**config.mk**
```make
export PLATFORM = sky130hd
export DESIGN_NAME = aes_round_ctrl_flat
export DESIGN_NICKNAME = d
export VERILOG_FILES = /design/src/rtl/aes_pkg.sv /design/src/rtl/aes_round_ctrl_if.sv /design/src/rtl/aes_round_cnt.sv /design/src/rtl/aes_round_ctrl.sv /design/src/flat_wrapper.sv
export SDC_FILE = /design/constraint.sdc
export NUM_CORES = 1
export LEC_CHECK = 0
export ABC_AREA = 1
export CORE_AREA = 2 2 205 207
export DETAILED_ROUTE_END_ITERATION = 6
export DIE_AREA = 0 0 207 209
export SLEW_MARGIN = 20
export SYNTH_ARGS = -nofsm -noshare
export SYNTH_HDL_FRONTEND = slang
export SYNTH_SLANG_ARGS = --single-unit
```
**constraint.sdc**
```tcl
create_clock -name clk -period 4 [get_ports clk]
set_clock_uncertainty 0.2 [all_clocks]
set_input_delay 0.8 -clock clk [delete_from_list [all_inputs] [get_ports clk]]
set_output_delay 0.8 -clock clk [all_outputs]
set_load 0.01 [all_outputs]
```
**src/rtl/aes_pkg.sv**
```systemverilog
// Shared types and constants for the iterative AES round scheduler.
// Latency: n/a (declarations only).
// Backpressure: n/a.
// Contents: default block width, round counts for AES-128/AES-256,
// round index width, controller FSM state enum and the NR select helper.
package aes_pkg;

  localparam int DATA_LEN_DEF = 128;
  localparam int NR_128       = 10;
  localparam int NR_256       = 14;
  localparam int RND_W        = 4;

  typedef logic [RND_W-1:0] round_t;

  typedef enum logic [1:0] {
    IDLE  = 2'd0,
    ISSUE = 2'd1,
    WAIT  = 2'd2,
    DONE  = 2'd3
  } ctrl_state_e;

  // Final round index for the latched key size.
  function automatic round_t nr_sel(input logic key256, input round_t nr_base);
    return key256 ? round_t'(NR_256) : nr_base;
  endfunction

endpackage

```
**src/rtl/aes_round_ctrl_if.sv**
```systemverilog
// Block-side, datapath-side and ciphertext-side signals of the round scheduler.
// Latency: n/a (wiring only).
// Backpressure: valid_in/ready_in on input, valid_out/ready_out on output;
//   the datapath side is strobe based (dp_valid -> dp_valid_out).
// Modports: slave = controller view, master = environment view.
// key_sel is present only when AES_KEY256_EN is defined.
interface aes_round_ctrl_if #(
  parameter int DATA_LEN = aes_pkg::DATA_LEN_DEF
) ();

  // Block input
  logic                      valid_in;
  logic                      ready_in;
  logic [DATA_LEN-1:0]       data_in;
  // Round datapath
  logic                      dp_valid;
  logic [DATA_LEN-1:0]       dp_data;
  logic [aes_pkg::RND_W-1:0] dp_round;
  logic                      dp_first;
  logic                      dp_last;
  logic                      dp_valid_out;
  logic [DATA_LEN-1:0]       dp_data_out;
  // Ciphertext output
  logic                      valid_out;
  logic [DATA_LEN-1:0]       data_out;
  logic                      ready_out;
  logic                      busy;

`ifdef AES_KEY256_EN
  logic                      key_sel;

  modport slave (
    input  valid_in, data_in, dp_valid_out, dp_data_out, ready_out, key_sel,
    output ready_in, dp_valid, dp_data, dp_round, dp_first, dp_last,
           valid_out, data_out, busy
  );

  modport master (
    output valid_in, data_in, dp_valid_out, dp_data_out, ready_out, key_sel,
    input  ready_in, dp_valid, dp_data, dp_round, dp_first, dp_last,
           valid_out, data_out, busy
  );
`else
  modport slave (
    input  valid_in, data_in, dp_valid_out, dp_data_out, ready_out,
    output ready_in, dp_valid, dp_data, dp_round, dp_first, dp_last,
           valid_out, data_out, busy
  );

  modport master (
    output valid_in, data_in, dp_valid_out, dp_data_out, ready_out,
    input  ready_in, dp_valid, dp_data, dp_round, dp_first, dp_last,
           valid_out, data_out, busy
  );
`endif

endinterface

```
**src/rtl/aes_round_cnt.sv**
```systemverilog
// Round counter for the AES scheduler: clear, saturating increment, last-round compare.
// Latency: round updates one cycle after clr/inc; is_last/next_last are combinational on the count.
// Backpressure: none; the controller decides when to clear or step.
// Ports: clk, reset (sync, active low), clr (start of block, also latches key_sel),
//   inc (step to next round), key_sel (AES_KEY256_EN builds only),
//   round (current index), is_last (round == NR), next_last (round + 1 == NR).
// Macro AES_KEY256_EN: adds key_sel and the NR select between NR_BASE and 14.
module aes_round_cnt
  import aes_pkg::*;
#(
  parameter int NR_BASE = NR_128
) (
  input  logic   clk,
  input  logic   reset,
  input  logic   clr,
  input  logic   inc,
`ifdef AES_KEY256_EN
  input  logic   key_sel,
`endif
  output round_t round,
  output logic   is_last,
  output logic   next_last
);

  localparam round_t NR_B = round_t'(NR_BASE);

  round_t round_q, round_d;
  round_t nr;

`ifdef AES_KEY256_EN
  logic key256_q, key256_d;

  // Key size is captured with the block so NR cannot change mid-block.
  assign nr = nr_sel(key256_q, NR_B);

  always_comb begin
    key256_d = key256_q;
    if (clr) begin
      key256_d = key_sel;
    end
  end
`else
  assign nr = NR_B;
`endif

  // Saturates at NR: the counter never wraps even if inc is held.
  always_comb begin
    round_d = round_q;
    if (clr) begin
      round_d = '0;
    end else if (inc && (round_q != nr)) begin
      round_d = round_q + round_t'(1);
    end
  end

  always_ff @(posedge clk) begin
    if (!reset) begin
      round_q  <= '0;
`ifdef AES_KEY256_EN
      key256_q <= 1'b0;
`endif
    end else begin
      round_q  <= round_d;
`ifdef AES_KEY256_EN
      key256_q <= key256_d;
`endif
    end
  end

  assign round     = round_q;
  assign is_last   = (round_q == nr);
  assign next_last = ((round_q + round_t'(1)) == nr);

endmodule

```
**src/rtl/aes_round_ctrl.sv**
```systemverilog
// Iterative AES round scheduler driving one shared round datapath through all rounds of a block.
// Latency: round r issued 1+r*(L+1) cycles after the input handshake; valid_out NR*(L+1)+L+2 cycles after it.
// Backpressure: ready_in only in IDLE; ciphertext held stable in DONE until ready_out.
// Ports: clk, reset (sync, active low), bus (aes_round_ctrl_if.slave):
//   valid_in/ready_in/data_in block input, dp_* round issue and response,
//   valid_out/data_out/ready_out ciphertext, busy, key_sel (AES_KEY256_EN only).
// Macro AES_KEY256_EN: key_sel selects 14 rounds when latched high.
// Every output is a flop; no input reaches an output combinationally.
module aes_round_ctrl
  import aes_pkg::*;
#(
  parameter int DATA_LEN = DATA_LEN_DEF,
  parameter int NR_BASE  = NR_128
) (
  input  logic            clk,
  input  logic            reset,
  aes_round_ctrl_if.slave bus
);

  ctrl_state_e         state_q, state_d;
  logic [DATA_LEN-1:0] data_q, data_d;
  logic                ready_in_q, ready_in_d;
  logic                busy_q, busy_d;
  logic                dp_valid_q, dp_valid_d;
  logic                dp_first_q, dp_first_d;
  logic                dp_last_q, dp_last_d;
  logic                valid_out_q, valid_out_d;

  logic   cnt_clr;
  logic   cnt_inc;
  round_t round;
  logic   is_last;
  logic   next_last;

  aes_round_cnt #(
    .NR_BASE   (NR_BASE)
  ) u_round_cnt (
    .clk       (clk),
    .reset     (reset),
    .clr       (cnt_clr),
    .inc       (cnt_inc),
`ifdef AES_KEY256_EN
    .key_sel   (bus.key_sel),
`endif
    .round     (round),
    .is_last   (is_last),
    .next_last (next_last)
  );

  always_comb begin
    state_d = state_q;
    data_d  = data_q;
    cnt_clr = 1'b0;
    cnt_inc = 1'b0;

    case (state_q)
      IDLE: begin
        // ready_in is registered high whenever we sit in IDLE.
        if (bus.valid_in && ready_in_q) begin
          data_d  = bus.data_in;
          cnt_clr = 1'b1;
          state_d = ISSUE;
        end
      end
      ISSUE: begin
        state_d = WAIT;
      end
      WAIT: begin
        // Responses are only honoured here; a stray strobe elsewhere
        // (e.g. one still in flight across a reset) is dropped.
        if (bus.dp_valid_out) begin
          data_d = bus.dp_data_out;
          if (is_last) begin
            state_d = DONE;
          end else begin
            cnt_inc = 1'b1;
            state_d = ISSUE;
          end
        end
      end
      DONE: begin
        if (bus.ready_out) begin
          state_d = IDLE;
        end
      end
      default: begin
        state_d = IDLE;
      end
    endcase

    // Outputs are decoded from the next state so they can be registered
    // without adding a cycle of latency.
    ready_in_d  = (state_d == IDLE);
    busy_d      = (state_d != IDLE);
    dp_valid_d  = (state_d == ISSUE);
    valid_out_d = (state_d == DONE);
    dp_first_d  = (state_q == IDLE) && (state_d == ISSUE);
    // The counter steps on the same edge, so compare against round+1.
    dp_last_d   = (state_q == WAIT) && (state_d == ISSUE) && next_last;
  end

  always_ff @(posedge clk) begin
    if (!reset) begin
      state_q     <= IDLE;
      data_q      <= '0;
      ready_in_q  <= 1'b1;
      busy_q      <= 1'b0;
      dp_valid_q  <= 1'b0;
      dp_first_q  <= 1'b0;
      dp_last_q   <= 1'b0;
      valid_out_q <= 1'b0;
    end else begin
      state_q     <= state_d;
      data_q      <= data_d;
      ready_in_q  <= ready_in_d;
      busy_q      <= busy_d;
      dp_valid_q  <= dp_valid_d;
      dp_first_q  <= dp_first_d;
      dp_last_q   <= dp_last_d;
      valid_out_q <= valid_out_d;
    end
  end

  // The single state register feeds both the datapath and the ciphertext
  // port; it only changes on a handshake or an accepted response, so
  // data_out is stable for the whole of DONE.
  assign bus.ready_in  = ready_in_q;
  assign bus.busy      = busy_q;
  assign bus.dp_valid  = dp_valid_q;
  assign bus.dp_data   = data_q;
  assign bus.dp_round  = round;
  assign bus.dp_first  = dp_first_q;
  assign bus.dp_last   = dp_last_q;
  assign bus.valid_out = valid_out_q;
  assign bus.data_out  = data_q;

endmodule
```
**src/flat_wrapper.sv**
```systemverilog
// flat-port wrapper written by rule: the top's interface ports become plain ports
module aes_round_ctrl_flat import aes_pkg::*;
#(
  parameter int DATA_LEN = DATA_LEN_DEF,
  parameter int NR_BASE  = NR_128
)
  (clk, reset, bus_valid_in, bus_data_in, bus_dp_valid_out, bus_dp_data_out, bus_ready_out, bus_ready_in, bus_dp_valid, bus_dp_data, bus_dp_round, bus_dp_first, bus_dp_last, bus_valid_out, bus_data_out, bus_busy);
  aes_round_ctrl_if #(.DATA_LEN(DATA_LEN)) bus_i ();
  input  logic clk;
  input  logic reset;
  input wire logic [$bits(bus_i.valid_in)-1:0] bus_valid_in;
  input wire logic [$bits(bus_i.data_in)-1:0] bus_data_in;
  input wire logic [$bits(bus_i.dp_valid_out)-1:0] bus_dp_valid_out;
  input wire logic [$bits(bus_i.dp_data_out)-1:0] bus_dp_data_out;
  input wire logic [$bits(bus_i.ready_out)-1:0] bus_ready_out;
  output wire logic [$bits(bus_i.ready_in)-1:0] bus_ready_in;
  output wire logic [$bits(bus_i.dp_valid)-1:0] bus_dp_valid;
  output wire logic [$bits(bus_i.dp_data)-1:0] bus_dp_data;
  output wire logic [$bits(bus_i.dp_round)-1:0] bus_dp_round;
  output wire logic [$bits(bus_i.dp_first)-1:0] bus_dp_first;
  output wire logic [$bits(bus_i.dp_last)-1:0] bus_dp_last;
  output wire logic [$bits(bus_i.valid_out)-1:0] bus_valid_out;
  output wire logic [$bits(bus_i.data_out)-1:0] bus_data_out;
  output wire logic [$bits(bus_i.busy)-1:0] bus_busy;
  assign bus_i.valid_in = bus_valid_in;
  assign bus_i.data_in = bus_data_in;
  assign bus_i.dp_valid_out = bus_dp_valid_out;
  assign bus_i.dp_data_out = bus_dp_data_out;
  assign bus_i.ready_out = bus_ready_out;
  assign bus_ready_in = bus_i.ready_in;
  assign bus_dp_valid = bus_i.dp_valid;
  assign bus_dp_data = bus_i.dp_data;
  assign bus_dp_round = bus_i.dp_round;
  assign bus_dp_first = bus_i.dp_first;
  assign bus_dp_last = bus_i.dp_last;
  assign bus_valid_out = bus_i.valid_out;
  assign bus_data_out = bus_i.data_out;
  assign bus_busy = bus_i.busy;
  aes_round_ctrl #(.DATA_LEN(DATA_LEN), .NR_BASE(NR_BASE)) u_core (.clk(clk), .reset(reset), .bus(bus_i));
endmodule
```
==> impl_metrics.ini <==
[run_status]
run_status = completed

[timing]
rsz0062_at_grt = false
period_share = 0.6320
max_freq_mhz = 395.6
finalCriticalPeriod_ns = 2.528
final-hold-violation-count = 0
slew_headroom = 0.4297
timing.final.max_slew_violations = 0
setup_viol = 0
max_slew.worst_pin.slew_ns = 0.8555
tns_ns = 0

[yosys]
ys_seq_area_frac = 0.3163
netlist_instances = 1465
ys_ff_latch = 140
syn_area_mm2 = 0.008861
ys_warn_count = 0
synth_fp_nets = 1729
ys_types = 17
avgSynthCellArea_um2 = 6.048

[power_and_ir_drop]
p_per_area_mw_per_mm2 = 390.0
leakagePower_nw = 6.352
peakVddDrop_mv = 0.2375
finalPower_mw = 5.477

[final_layout]
nets = 2058
instances_no_fill = 2346
syn_to_final_growth_pct = 58.49
final_common_cell = clkdlybuf4s50_1
multi_input_area_mm2 = 0.003978
drive_above_1_share = 0.02659
final_util = 0.3401
nFillCells = 4489
largest_reg_flops = 128
layout_common_cells = clkdlybuf4s50_1, nand2_1, nor2_1
ff_latch_area_mm2 = 0.002806

[clocking]
clkTransAtPathRegs_ns = 0.06
clkLatencyLatePin_ns = 0.44
cts_hold_buf = 0
post_cts_buffers = 0
cts.sinks = 140
clock_path_buffers = 2
cts_resized = 0
h-tree-depth = 4
cts_tree = yes
root_buffer = clkbuf_16
cts_made_buffers = 17

[setup_path]
cp-start-kind = flip-flop
cp_max_fo = 7
cpPeakStageDelay_ns = 0.63
path_class = flip-flop to output pin
arrival_ns = 1.53
cp_cell_sequence = clkdlybuf4s50_1
cp_num_buf_inv = 1
required_ns = 3.00
cp-end-kind = output pin
cp_top_family = buffers and inverters
crit_start = u_core.u_round_cnt.round[0]
cp_slowest_cell = clkdlybuf4s50_1
reg2reg_from = u_core.state_q[0]

[floorplan]
fp.dieH_um = 209
die_area_mm2 = 0.04326
dieWidth_um = 207
initial_core_util = 0.2146
num_rows = 75
core_mm2 = 0.04129
boundaryPins = 527

[grt]
grt_max_degree = 132
antenna_found_initial = 4
grt_usage = 0.1566
grt_pass1_wl_um = 53330
grt_pass1_vias = 9420
overflow = 0

[route]
drc_errors = 0
wire_per_inst_um = 14.88
via_per_inst = 4.206
drt-pass1-iter-count = 5
drtIter0Drc = 468
wl_um = 34910
ant_nets = 0
vias = 9867

[min_path]
min_path_type = flip-flop to flip-flop
worstHoldStart = u_core.u_round_cnt.round[2]

[placement]
gp_congestion = 0.8142
dp.final_hpwl_um = 25250
place_inst = 2314
io_buffers = 526

[job]
max_cap_violations = 0
kinds of logic after synthesis:
family / share of synthesized area
adders and majority gates: 0.004237
and+or+nand+nor: 0.4398
AOI/OAI and AO/OA: 0.002258
DFF: 0.3163
buffers and inverters: 0.2374
through the flow:
step / cell area, um^2 / worst slack [ns] / hold WS (ns)
6_report: 14040 / 1.472 / 0.3488
5_1_grt: 14040 / 1.361 / 0.3671
4_1_cts: 14040 / 1.429 / 0.3490
3_5_place_dp: 13420 / 1.362 / 0.3384
3_3_place_gp: 13420 / 1.368 / 0.3300
2_1_floorplan: 8861 / 2.128 / 0.3344
metal layers:
metal,up-vias,global-route usage,wire [um]
met4,4,0.05591,830
met3,37,0.04268,2380
li1,4987,-,-
met2,406,0.2790,17590
met1,4433,0.1792,14080
met5,-,0,25
final timing paths:
kind / to / slack (ns) / cells past startpoint
min reg2reg: u_core.u_round_cnt.round[2] / 0.35 / 2
min: u_core.u_round_cnt.round[2] / 0.35 / 2
max: bus_dp_round[0] / 1.47 / 1
max reg2reg: u_core.bus.data_out[73] / 1.53 / 7
cell usage after synthesis (all sizes together):
library cell  count  area [um^2]
dfxtp           140         2803
ha                3        37.54
a21oi             3        15.01
inv             145        544.3
nand2           409         1535
nand4             1        6.260
nor2            269         1015
clkbuf           30        112.6
buf             198         1446
nand3           266         1341
o21ai             1        5.000
cell type report:
class / instances / area share
diodes: 2 / 0.0003564
multi-input cells: 952 / 0.2832
flip-flops and latches: 140 / 0.1998
repair buffers: 538 / 0.3856
inverters: 145 / 0.03911
clock buffers: 23 / 0.03403
well taps: 539 / 0.04802
clock inverters: 7 / 0.009800
report_power, final:
| part | internal, mW | switching [mW] | total [mW] |
|---|---|---|---|
| registers | 1.59 | 0.187 | 1.77 |
| logic | 1.08 | 0.925 | 2.01 |
| clock network | 1.08 | 0.615 | 1.70 |
Power figures use the tool's default switching activity.
